--- src/rtl/ma_stage.sv ---
// ma_stage: memory-access stage of the 32-bit in-order pipeline.
//
// Takes an Ex_Ma_t payload from EX over a valid/ready pipe. Non-memory
// instructions pass straight into the output register. Loads and stores
// are parked in a hold register while the data-memory request/grant/response
// handshake completes. The result then moves into the output register as an
// Ma_Rw_t payload for the writeback stage.
//
// Ports:
//   Clk, Rst            clock (rising edge), asynchronous active-low reset
//   Ex_Payld_i          EX payload (pc, aluresult, op2, instr, ctrl)
//   Ex_Valid_i/Ready_o  input handshake
//   Ma_Payld_o          writeback payload (pc, aluresult, ldresult, instr, ctrl)
//   Ma_Valid_o/Ready_i  output handshake
//   Dmem_Req_o/We_o     memory request, 1 = store
//   Dmem_Addr_o/Wdata_o byte address (aluresult) and store data (op2)
//   Dmem_Gnt_i          request accepted
//   Dmem_Rvalid_i/Rdata_i  load response
//   Misalign_o          misaligned-access flag, qualified by Ma_Valid_o
//
// Build option:
//   MA_ALIGN_CHECK_EN   when defined, loads/stores with aluresult[1:0] != 0
//                       skip the memory and complete with Misalign_o = 1.
//                       When undefined, Misalign_o is tied to 0.

package ma_pkg;

  typedef struct packed {
    logic isLd;
    logic isSt;
    logic regWe;
  } MaCtrl_t;

  typedef struct packed {
    logic [31:0] pc;
    logic [31:0] aluresult;
    logic [31:0] op2;
    logic [31:0] instr;
    MaCtrl_t     ctrl;
  } Ex_Ma_t;

  typedef struct packed {
    logic [31:0] pc;
    logic [31:0] aluresult;
    logic [31:0] ldresult;
    logic [31:0] instr;
    MaCtrl_t     ctrl;
  } Ma_Rw_t;

endpackage

module ma_stage
  import ma_pkg::*;
#(
  parameter int ADDR_W = 32,
  parameter int DATA_W = 32
) (
  input  logic              Clk,
  input  logic              Rst,
  input  Ex_Ma_t            Ex_Payld_i,
  input  logic              Ex_Valid_i,
  output logic              Ex_Ready_o,
  output Ma_Rw_t            Ma_Payld_o,
  output logic              Ma_Valid_o,
  input  logic              Ma_Ready_i,
  output logic              Dmem_Req_o,
  output logic              Dmem_We_o,
  output logic [ADDR_W-1:0] Dmem_Addr_o,
  output logic [DATA_W-1:0] Dmem_Wdata_o,
  input  logic              Dmem_Gnt_i,
  input  logic              Dmem_Rvalid_i,
  input  logic [DATA_W-1:0] Dmem_Rdata_i,
  output logic              Misalign_o
);

  typedef enum logic [1:0] {
    IDLE = 2'd0,
    REQ  = 2'd1,
    RSP  = 2'd2,
    CMPL = 2'd3
  } State_t;

  State_t      r_state;
  State_t      w_nextState;
  Ex_Ma_t      r_hold;
  logic [31:0] r_ldData;
  Ma_Rw_t      r_out;
  logic        r_outValid;

  logic w_outFree;
  logic w_accept;
  logic w_isMem;
  logic w_misalign;
  logic w_loadNew;
  logic w_loadHold;

  // The output slot is free when empty or being drained this cycle.
  assign w_outFree  = !r_outValid || Ma_Ready_i;
  assign Ex_Ready_o = (r_state == IDLE) && w_outFree;
  assign w_accept   = Ex_Valid_i && Ex_Ready_o;
  assign w_isMem    = Ex_Payld_i.ctrl.isLd || Ex_Payld_i.ctrl.isSt;

  // Only one source can write the output register in a cycle: new
  // non-memory work is accepted only in IDLE, completions come from CMPL.
  assign w_loadNew  = w_accept && !w_isMem;
  assign w_loadHold = (r_state == CMPL) && w_outFree;

`ifdef MA_ALIGN_CHECK_EN
  logic r_holdMis;
  logic r_outMis;

  assign w_misalign = w_isMem && (Ex_Payld_i.aluresult[1:0] != 2'b00);

  // Misalign flag travels with the payload: hold register, then output.
  always_ff @(posedge Clk or negedge Rst) begin
    if (!Rst) begin
      r_holdMis <= 1'b0;
      r_outMis  <= 1'b0;
    end else begin
      if (w_accept && w_isMem) begin
        r_holdMis <= w_misalign;
      end
      if (w_loadNew) begin
        r_outMis <= 1'b0;
      end else if (w_loadHold) begin
        r_outMis <= r_holdMis;
      end
    end
  end

  assign Misalign_o = r_outValid && r_outMis;
`else
  assign w_misalign = 1'b0;
  assign Misalign_o = 1'b0;
`endif

  // State register; async reset aborts any in-flight transaction.
  always_ff @(posedge Clk or negedge Rst) begin
    if (!Rst) begin
      r_state <= IDLE;
    end else begin
      r_state <= w_nextState;
    end
  end

  // Next-state logic. A misaligned access skips the memory entirely.
  always_comb begin
    w_nextState = r_state;
    case (r_state)
      IDLE: begin
        if (w_accept && w_isMem) begin
          w_nextState = w_misalign ? CMPL : REQ;
        end
      end
      REQ: begin
        if (Dmem_Gnt_i) begin
          w_nextState = r_hold.ctrl.isSt ? CMPL : RSP;
        end
      end
      RSP: begin
        if (Dmem_Rvalid_i) begin
          w_nextState = CMPL;
        end
      end
      CMPL: begin
        if (w_outFree) begin
          w_nextState = IDLE;
        end
      end
      default: w_nextState = IDLE;
    endcase
  end

  // Memory-side outputs are decoded from the state register so the
  // request drops as soon as reset asserts.
  assign Dmem_Req_o   = (r_state == REQ);
  assign Dmem_We_o    = (r_state == REQ) && r_hold.ctrl.isSt;
  assign Dmem_Addr_o  = (r_state == REQ) ? ADDR_W'(r_hold.aluresult) : '0;
  assign Dmem_Wdata_o = (r_state == REQ) ? DATA_W'(r_hold.op2) : '0;

  // Hold register and load data. Load data is cleared on accept so stores
  // and misaligned accesses report ldresult = 0; Rvalid only counts in RSP.
  always_ff @(posedge Clk or negedge Rst) begin
    if (!Rst) begin
      r_hold   <= '0;
      r_ldData <= '0;
    end else if (w_accept && w_isMem) begin
      r_hold   <= Ex_Payld_i;
      r_ldData <= '0;
    end else if ((r_state == RSP) && Dmem_Rvalid_i) begin
      r_ldData <= 32'(Dmem_Rdata_i);
    end
  end

  // Output register: filled from EX directly or from the hold register,
  // held while the writeback stage stalls, cleared when drained.
  always_ff @(posedge Clk or negedge Rst) begin
    if (!Rst) begin
      r_out      <= '0;
      r_outValid <= 1'b0;
    end else if (w_loadNew) begin
      r_out.pc        <= Ex_Payld_i.pc;
      r_out.aluresult <= Ex_Payld_i.aluresult;
      r_out.ldresult  <= '0;
      r_out.instr     <= Ex_Payld_i.instr;
      r_out.ctrl      <= Ex_Payld_i.ctrl;
      r_outValid      <= 1'b1;
    end else if (w_loadHold) begin
      r_out.pc        <= r_hold.pc;
      r_out.aluresult <= r_hold.aluresult;
      r_out.ldresult  <= r_ldData;
      r_out.instr     <= r_hold.instr;
      r_out.ctrl      <= r_hold.ctrl;
      r_outValid      <= 1'b1;
    end else if (Ma_Ready_i) begin
      r_outValid <= 1'b0;
    end
  end

  assign Ma_Payld_o = r_out;
  assign Ma_Valid_o = r_outValid;

endmodule

--- config.mk ---
export PLATFORM = sky130hd
export DESIGN_NAME = ma_stage
export DESIGN_NICKNAME = d
export VERILOG_FILES = /design/src/rtl/ma_stage.sv
export SDC_FILE = /design/constraint.sdc
export NUM_CORES = 1
export LEC_CHECK = 0
export ABC_AREA = 1
export CELL_PAD_IN_SITES_DETAIL_PLACEMENT = 1
export CELL_PAD_IN_SITES_GLOBAL_PLACEMENT = 1
export CORE_MARGIN = 3
export CORE_UTILIZATION = 49
export CTS_CLUSTER_SIZE = 30
export DETAILED_ROUTE_END_ITERATION = 8
export DONT_BUFFER_PORTS = 1
export PLACE_DENSITY = 0.93
export SLEW_MARGIN = 30
export SYNTH_ARGS = -nofsm -noshare
export SYNTH_HDL_FRONTEND = slang
export SYNTH_SLANG_ARGS = --single-unit
export TNS_END_PERCENT = 50
--- constraint.sdc ---
create_clock -name Clk -period 5 [get_ports Clk]
set_input_delay 0.5 -clock Clk [delete_from_list [all_inputs] [get_ports Clk]]
set_output_delay 0.5 -clock Clk [all_outputs]
set_load 0.005 [all_outputs]
# ---- Yosys cells after proc, flatten, opt, wreduce, memory -nomap -nowiden
# Index checks and enable logic that the tools add are counted.
dict set report totals {
  reg_bits 297
  inputBits 169
  elab_cells 55
}
dict set report classes {
  n_eq_ne 7
  muxes 15
  n_reduce_logical 16
}
# cell n
set op_table {}
lappend op_table {{131-bit 2-to-1 mux} 2}
lappend op_table {{32-bit 2-to-1 mux} 4}
lappend op_table {{2-bit 2-to-1 mux} 4}
lappend op_table {{2-bit one-hot mux with 4 select lines} 1}
lappend op_table {{1-bit logical AND} 7}
lappend op_table {{2-bit == test, second input constant} 2}
lappend op_table {{1-bit 2-to-1 mux} 4}
lappend op_table {{2-bit by 1-bit != test with 1-bit output, second input constant} 2}
lappend op_table {{2-bit != test, second input constant} 2}
lappend op_table {{4-bit AND reduction} 1}
lappend op_table {{2-bit nonzero test} 2}
lappend op_table {{3-bit nonzero test} 1}
lappend op_table {{2-bit by 1-bit == test with 1-bit output, second input constant} 1}
lappend op_table {{1-bit logical NOT} 2}
lappend op_table {{2-bit logical NOT} 1}
lappend op_table {{1-bit logical OR} 2}

# ---- Depth between registers and ports, before layout
# Gate-level depths: netlist of the first run.
dict set report logic_depth {
  word_depth 7
  ltp_mapped 10
}

# ---- Worst setup path before layout of the first run
# No wires, ideal clock.
dict set report synth_timing {
  path_kind {reg-to-output}
  startpoint {register r_state[1]}
  endpoint {output port Dmem_Addr_o[10]}
  arrival_ns 1.390
  setup_slack_ns 3.110
  path_stages_with_launch 7
  n_path_buf 2
  cell_sequence {dfrtp_1 inv_1 ha_1 clkbuf_1 buf_1 nand2_1 inv_1}
}
dict set report synth_via {
  elab_chain_len 2
}
# item line_no
set synth_rtl {}
lappend synth_rtl {{from (decl)} 83} ;# State_t r_state;
lappend synth_rtl {{from (signal assigned)} 142} ;# r_state <= w_nextState;
lappend synth_rtl {{2-bit by 1-bit == test with 1-bit output} -}
lappend synth_rtl {{named net Dmem_Req_o} 66} ;# output logic Dmem_Req_o,
lappend synth_rtl {{32-bit 2-to-1 mux} 178} ;# assign Dmem_Addr_o = (r_state == REQ) ? ADDR_W'(r_hold.aluresult) : '0;
lappend synth_rtl {{to (decl)} 68} ;# output logic [ADDR_W-1:0] Dmem_Addr_o,
# The timed path passes the listed nets, and every way through them passes these cells.

# ---- Final worst setup path of the first run
dict set report layout_timing {
  startpoint {register r_state[1]}
  endpoint {output port Dmem_Addr_o[8]}
}
# The elaborated chain is that of the path after synthesis.

==> results of run 1 <==
==> where the power goes <==
| part | internal (mW) | leakage (nW) | switching [mW] |
|---|---|---|---|
| clock | 1.48 | 0.560 | 0.985 |
| sequential | 3.49 | 3.80 | 0.842 |
| combinational | 0.812 | 3.38 | 1.76 |
| total | 5.79 | 7.74 | 3.59 |
==> worst max-delay path, delay by kind of cell, from the launching register on <==
| kind | cells | cell delay, ns |
|---|---|---|
| and+or+nand+nor | 1 | 0.15 |
| adders and majority gates | 1 | 0.75 |
| buffers and inverters | 3 | 0.75 |
| DFF | 1 | 0.43 |
==> cell type report <==
| class | instances | area share |
|---|---|---|
| Sequential cell | 297 | 0.526 |
| Multi-Input combinational cell | 1041 | 0.318 |
| Clock buffer | 52 | 0.0759 |
| Inverter | 144 | 0.0389 |
| Tap cell | 330 | 0.0292 |
| Timing Repair Buffer | 10 | 0.00788 |
| Clock inverter | 9 | 0.00390 |
==> layer usage <==
metal / vias up / GRT usage / part of all wire
met4: 0 / 0.101 / 0.041
met2: 419 / 0.469 / 0.50
met3: 109 / 0.0934 / 0.094
met1: 5401 / 0.321 / 0.37
li1: 4846 / - / -
met5: - / 0 / 0
==> metrics by stage <==
stage	hold slack, ns	cell area [sq um]
CTS	-0.328	14100
global placement	0.214	13000
finish	-0.304	14100
floorplan	0.204	13000
detailed placement	0.212	13000
global route	-0.331	14100
==> worst max path at each step <==
stage                                      start                   endpoint  slack [ns]
after global routing      r_state[1]$_DFFE_PN0P_             Dmem_Addr_o[8]        1.72
final                     r_state[1]$_DFFE_PN0P_             Dmem_Addr_o[8]        1.89
after CTS                 r_state[1]$_DFFE_PN0P_             Dmem_Addr_o[6]        1.88
after detailed placement              Ma_Ready_i  Ma_Payld_o[9]$_DFFE_PN0P_        2.02
after floorplan           r_state[1]$_DFFE_PN0P_            Dmem_Addr_o[10]        3.11
after global placement                Ma_Ready_i  Ma_Payld_o[1]$_DFFE_PN0P_        2.03
==> cell usage in the layout, fill, tap and decap left out, drive strengths merged <==
master and instances:
clkinv 9, conb 1, inv 143, clkinvlp 1
nand2 635, dfrtp 297, a21oi 1, nand3 327
o21ai 68, buf 10, nand4 1, clkbuf 52
a21boi 1, nor2 2, ha 5
==> kinds of logic (layout without fill, tap and decap cells) <==
family | count (synthesis) | in the layout | synth area share
compound gates | 70 | 70 | 0.0275
fa+ha+maj | 5 | 5 | 0.00482
buf+inv | 253 | 215 | 0.0836
flops | 297 | 297 | 0.572
other cells | 1 | 1 | 0.000289
simple gates | 965 | 965 | 0.311
==> flip-flops by register name, summed over array words and instances (netlist names) <==
| name | count |
|---|---|
| r_state | 2 |
| r_hold | 131 |
| Ma_Payld_o | 131 |
| r_ldData | 32 |
| Ma_Valid_o | 1 |
==> impl_metrics.csv, run 1 <==
group,metric,value,unit
outcome,status,"finished, violations left",
outcome,violations,"negative hold slack",
power_and_ir_drop,p_leak,7.74,nW
synth,yosysMostFrequentCell,"nand2_1",
placement,pre_cts_slack,2.02,ns
clocking,cts_root_buf,"clkbuf_16",
clocking,cts.repair.resized,0,
detailed_routing,dr.pass1.iters,5,
setup_path,crit_arrival,2.61,ns
setup_path,r2r_end,"Ma_Payld_o[126]$_DFFE_PN0P_",
synth,synth_cell_types,19,
setup_path,worst_setup_path_start_kind,"flop",
synth,syn_inst,1591,
setup_path,r2r-start,"r_state[1]$_DFFE_PN0P_",
setup_path,cpMostUsedCell,"inv_1",
timing,maxSlewViolCount,0,
synth,ys_seq_elements,297,
synth,synthFlopType,"dfrtp_1",
detailed_routing,wl_per_cell,21.2,um
finish,drive_gt1_frac,0.0483,
finish,multi_input_area,4500,sq um
finish,finalNonFillerCells,1883,
detailed_routing,ant_nets,0,
finish,nFillCells,3010,
grt,grt_overflow,0,
timing,worst_pin_slew,0.966,ns
detailed_routing,viasPerCell,5.72,
clocking,cts_tree,"built",
timing,period_share,0.621,
setup_path,path_cells,"inv_1 > ha_2 > buf_4 > nand2_1 > inv_1",
power_and_ir_drop,p_per_area,664,nW/um^2
finish,n_antenna_cell,0,
timing,fmax,322,MHz
clocking,clk_pin_slew,0.07,ns
synth,synth_async_sr_flop_share,1.00,
synth,syn_area,13000,sq um
synth,synthDominantCellAreaShare,0.572,
timing,final.setup.tns,0,ns
job,cap_viol_max_count,0,
timing,rsz0062_at_grt,"no",
synth,syn_nets,1765,
timing,finalSetupViolCount,0,
placement,gp_congestion,0.817,
finish,fin_util,0.552,
timing,slew_headroom,0.356,
power_and_ir_drop,total_power,9.38,mW
floorplanning,placementRows,58,
setup_path,reg2reg_depth,6,
setup_path,cp-end-kind,"output port",
synth,yosysSeqAreaShare,0.572,
worst_hold_path,hold_class,"in -> async",
clocking,post-cts-setup-buffers,0,
setup_path,ff2ff_setup_slack,2.10,ns
placement,place_inst,1821,
finish,nets,1702,
finish,area_growth_syn_to_layout,8.81,%
placement,dp_hpwl,24.5,mm
timing,fin_ws,1.89,ns
timing,finClkSkew,0.0206,ns
grt,grt_max_degree,298,
floorplanning,core,25600,sq um
clocking,cts_buffer_depth,3,
timing,holdWs,-0.304,ns
power_and_ir_drop,vdd_drop_max,446,uV
grt,grt_pass1_vias,11457,
detailed_routing,drc_errors,0,
synth,synth-edff-count,0,
floorplanning,die_area,28500,sq um
synth,yosys-top-cells-area,"dfrtp_1, nand2_1, nand3_1, inv_1, buf_2",
clocking,insertion_delay,0.51,ns
timing,hold_viol,297,
clocking,clock_sink_count,297,
finish,seqCellArea,7430,sq um
timing,period_needed,3.11,ns
detailed_routing,wl,39.9,mm
grt,grt_pass1_wl,63.3,mm
placement,io_buffers,0,
grt,antenna_found_initial,0,
synth,yosys.area.top_type,"dfrtp_1",
floorplanning,start_util,0.507,
detailed_routing,num_vias,10775,
synth,syn_area_per_cell,8.16,sq um
floorplanning,io_pins,369,
setup_path,slowest_stage,"ha_2",
floorplanning,die_x,169,um
clocking,cts_buffers,34,
grt,grt_usage,0.274,
setup_path,crit_fanout,39,
synth,synthTopCellsByCount,"nand2_1, nand3_1, dfrtp_1, inv_1",
detailed_routing,drt_iter0_drc,893,
setup_path,worst-setup-path-type,"reg -> out",
clocking,cts.htree.levels,2,
floorplanning,die_h,169,um
setup_path,required,4.50,ns
synth,ys_warn_count,0,
setup_path,slowest_delay,0.75,ns
Power figures use the tool's default switching activity.
==> inputs of run 2 (changes only) <==
- ABC_AREA: 1 -> 0
- CORE_UTILIZATION: 49 -> 50
- PLACE_DENSITY: 0.93 -> 0.88
- clock period: 5 -> 3.3 ns (I/O delays scaled with it)
==> impl_metrics.csv, run 2 <==
group,metric,value,unit
outcome,status,"finished, violations left",
outcome,violations,"negative hold slack",
grt,grt_usage,0.279,
clocking,hold_buffers,164,
finish,area_growth_syn_to_layout,23.6,%
detailed_routing,drc_errors,0,
synth,synthDominantCellAreaShare,0.578,
timing,rsz0062_at_grt,"no",
detailed_routing,dr.pass1.iters,4,
synth,synth_async_sr_flop_share,1.00,
placement,io_buffers,0,
synth,synthTopCellsByCount,"dfrtp_1, mux2_2, nand2_1, a21oi_1, and2_1",
placement,dp_hpwl,21.5,mm
synth,syn_nets,1155,
floorplanning,start_util,0.509,
clocking,clock_sink_count,297,
synth,syn_inst,981,
setup_path,r2r_end,"Ma_Payld_o[115]$_DFFE_PN0P_",
power_and_ir_drop,vdd_drop_max,636,uV
job,cap_viol_max_count,0,
timing,finalSetupViolCount,0,
floorplanning,placementRows,58,
power_and_ir_drop,p_leak,6.92,nW
setup_path,worst_setup_path_start_kind,"flop",
synth,yosysMostFrequentCell,"dfrtp_1",
placement,gp_congestion,0.802,
setup_path,crit_arrival,2.40,ns
detailed_routing,drt_iter0_drc,503,
finish,drive_gt1_frac,0.308,
clocking,cts_tree,"built",
timing,slew_headroom,0.437,
timing,fin_ws,0.573,ns
setup_path,reg2reg_depth,6,
synth,ys_seq_elements,297,
clocking,cts_buffers,31,
floorplanning,core,25300,sq um
worst_hold_path,hold_class,"in -> async",
synth,syn_area,12900,sq um
synth,ys_warn_count,0,
timing,holdWs,-0.505,ns
finish,nets,1300,
synth,yosys.area.top_type,"dfrtp_1",
power_and_ir_drop,p_per_area,1000,nW/um^2
grt,antenna_found_initial,6,
synth,synthFlopType,"dfrtp_1",
finish,nFillCells,2356,
detailed_routing,num_vias,8482,
timing,worst_pin_slew,0.844,ns
setup_path,slowest_stage,"ha_2",
setup_path,slowest_delay,0.64,ns
setup_path,required,2.97,ns
synth,yosysSeqAreaShare,0.578,
timing,fmax,367,MHz
setup_path,r2r-start,"r_state[0]$_DFFE_PN0P_",
setup_path,worst-setup-path-type,"reg -> out",
detailed_routing,wl_per_cell,27.0,um
placement,pre_cts_slack,0.866,ns
floorplanning,die_x,166,um
clocking,post-cts-setup-buffers,0,
setup_path,crit_family,"adder cells",
floorplanning,io_pins,369,
synth,synth_cell_types,24,
clocking,cts_root_buf,"clkbuf_16",
grt,grt_max_degree,298,
clocking,cts_buffer_depth,3,
finish,final_common_cell,"dfrtp_1",
grt,grt_pass1_vias,9932,
setup_path,path_buf_inv,2,
clocking,cts.repair.resized,0,
detailed_routing,viasPerCell,5.72,
timing,final.setup.tns,0,ns
synth,synth-edff-count,0,
clocking,cts.htree.levels,1,
grt,grt_pass1_wl,61.0,mm
synth,syn_area_per_cell,13.1,sq um
synth,yosys-top-cells-area,"dfrtp_1, mux2_2, nand2_1, mux2_1, and2_1",
setup_path,path_cells,"inv_1 > ha_2 > buf_4 > and2_1",
timing,period_share,0.826,
setup_path,path_depth,4,
timing,finClkSkew,0.0125,ns
clocking,insertion_delay,0.54,ns
grt,grt_overflow,0,
setup_path,ff2ff_setup_slack,0.78,ns
finish,final_cell_mix,"dfrtp_1, mux2_2, dlygate4sd3_1",
setup_path,crit_fanout,34,
floorplanning,die_h,166,um
setup_path,cp-end-kind,"output port",
detailed_routing,wl,40.0,mm
clocking,clk_pin_slew,0.06,ns
detailed_routing,ant_nets,0,
floorplanning,die_area,27700,sq um
timing,maxSlewViolCount,0,
timing,period_needed,2.73,ns
timing,hold_viol,297,
-- run 2: changes by cell type in the layout (fill, tap and decap cells not counted), sizes merged, moves of 10 or more --
cell / change
clkbuf: -10
nand2: -498
nand3: -327
and2: +68
inv: -138
dlygate4sd3: +164
mux2: +324
a21oi: +67
o21ai: -68
-- run 2: cells by family after synthesis --
logic type,Yosys count,synth area share
buffers and inverters,69,0.0245
adder cells (fa/ha/maj),5,0.00487
AO/OA/AOI/OAI,74,0.0304
multiplexers,325,0.285
flip-flops,297,0.578
other,1,0.000292
AND/OR/NAND/NOR,210,0.0771
-- run 2: through the flow --
step / util / power (mW) / instances / area (sq um) / hold slack, ns
2_1_floorplan: - / 10.2 / 981 / 12900 / 0.0344
3_3_place_gp: 0.521 / 11.2 / 1259 / 13200 / 0.0405
3_5_place_dp: 0.521 / 11.6 / 1259 / 13200 / 0.0394
4_1_cts: 0.629 / 15.6 / 1480 / 15900 / -0.539
5_1_grt: 0.629 / 16.8 / 1484 / 15900 / -0.541
6_report: 0.629 / 15.9 / 1484 / 15900 / -0.505
-- run 2: layer usage --
metal  up-vias  wire length, um  share of wire  track usage
met2       351            21800           0.54        0.529
met3        89             2840          0.071       0.0769
met4         4             1400          0.035       0.0875
met1      4394            14000           0.35        0.303
li1       3644                -              -            -
met5         -               23        0.00058            0
-- run 2: power breakdown --
part,internal [mW],switching (mW),leakage (nW)
clock network,2.20,1.51,0.530
registers,5.52,1.58,3.62
logic,2.80,2.34,2.77
-- run 2: how the worst max path moves through the flow --
| stage | from | end |
|---|---|---|
| 2_1_floorplan | r_state[0]$_DFFE_PN0P_ | Ma_Payld_o[100]$_DFFE_PN0P_ |
| 3_3_place_gp | r_state[0]$_DFFE_PN0P_ | Ma_Payld_o[78]$_DFFE_PN0P_ |
| 3_5_place_dp | r_state[0]$_DFFE_PN0P_ | Ma_Payld_o[116]$_DFFE_PN0P_ |
| 4_1_cts | r_state[1]$_DFFE_PN0P_ | Dmem_Addr_o[16] |
| 5_1_grt | r_state[1]$_DFFE_PN0P_ | Dmem_Addr_o[28] |
| 6_report | r_state[1]$_DFFE_PN0P_ | Dmem_Addr_o[28] |
-- run 2: area by class of cell --
class,count,area [sq um],share of cell area
antenna,4,10.0,0.000630
clock buffer,42,887,0.0558
clock inverter,15,191,0.0121
inverter,4,15.0,0.000945
multi-input combinational,615,5130,0.323
sequential,297,7430,0.468
tap,330,413,0.0260
timing repair buffer,177,1800,0.113
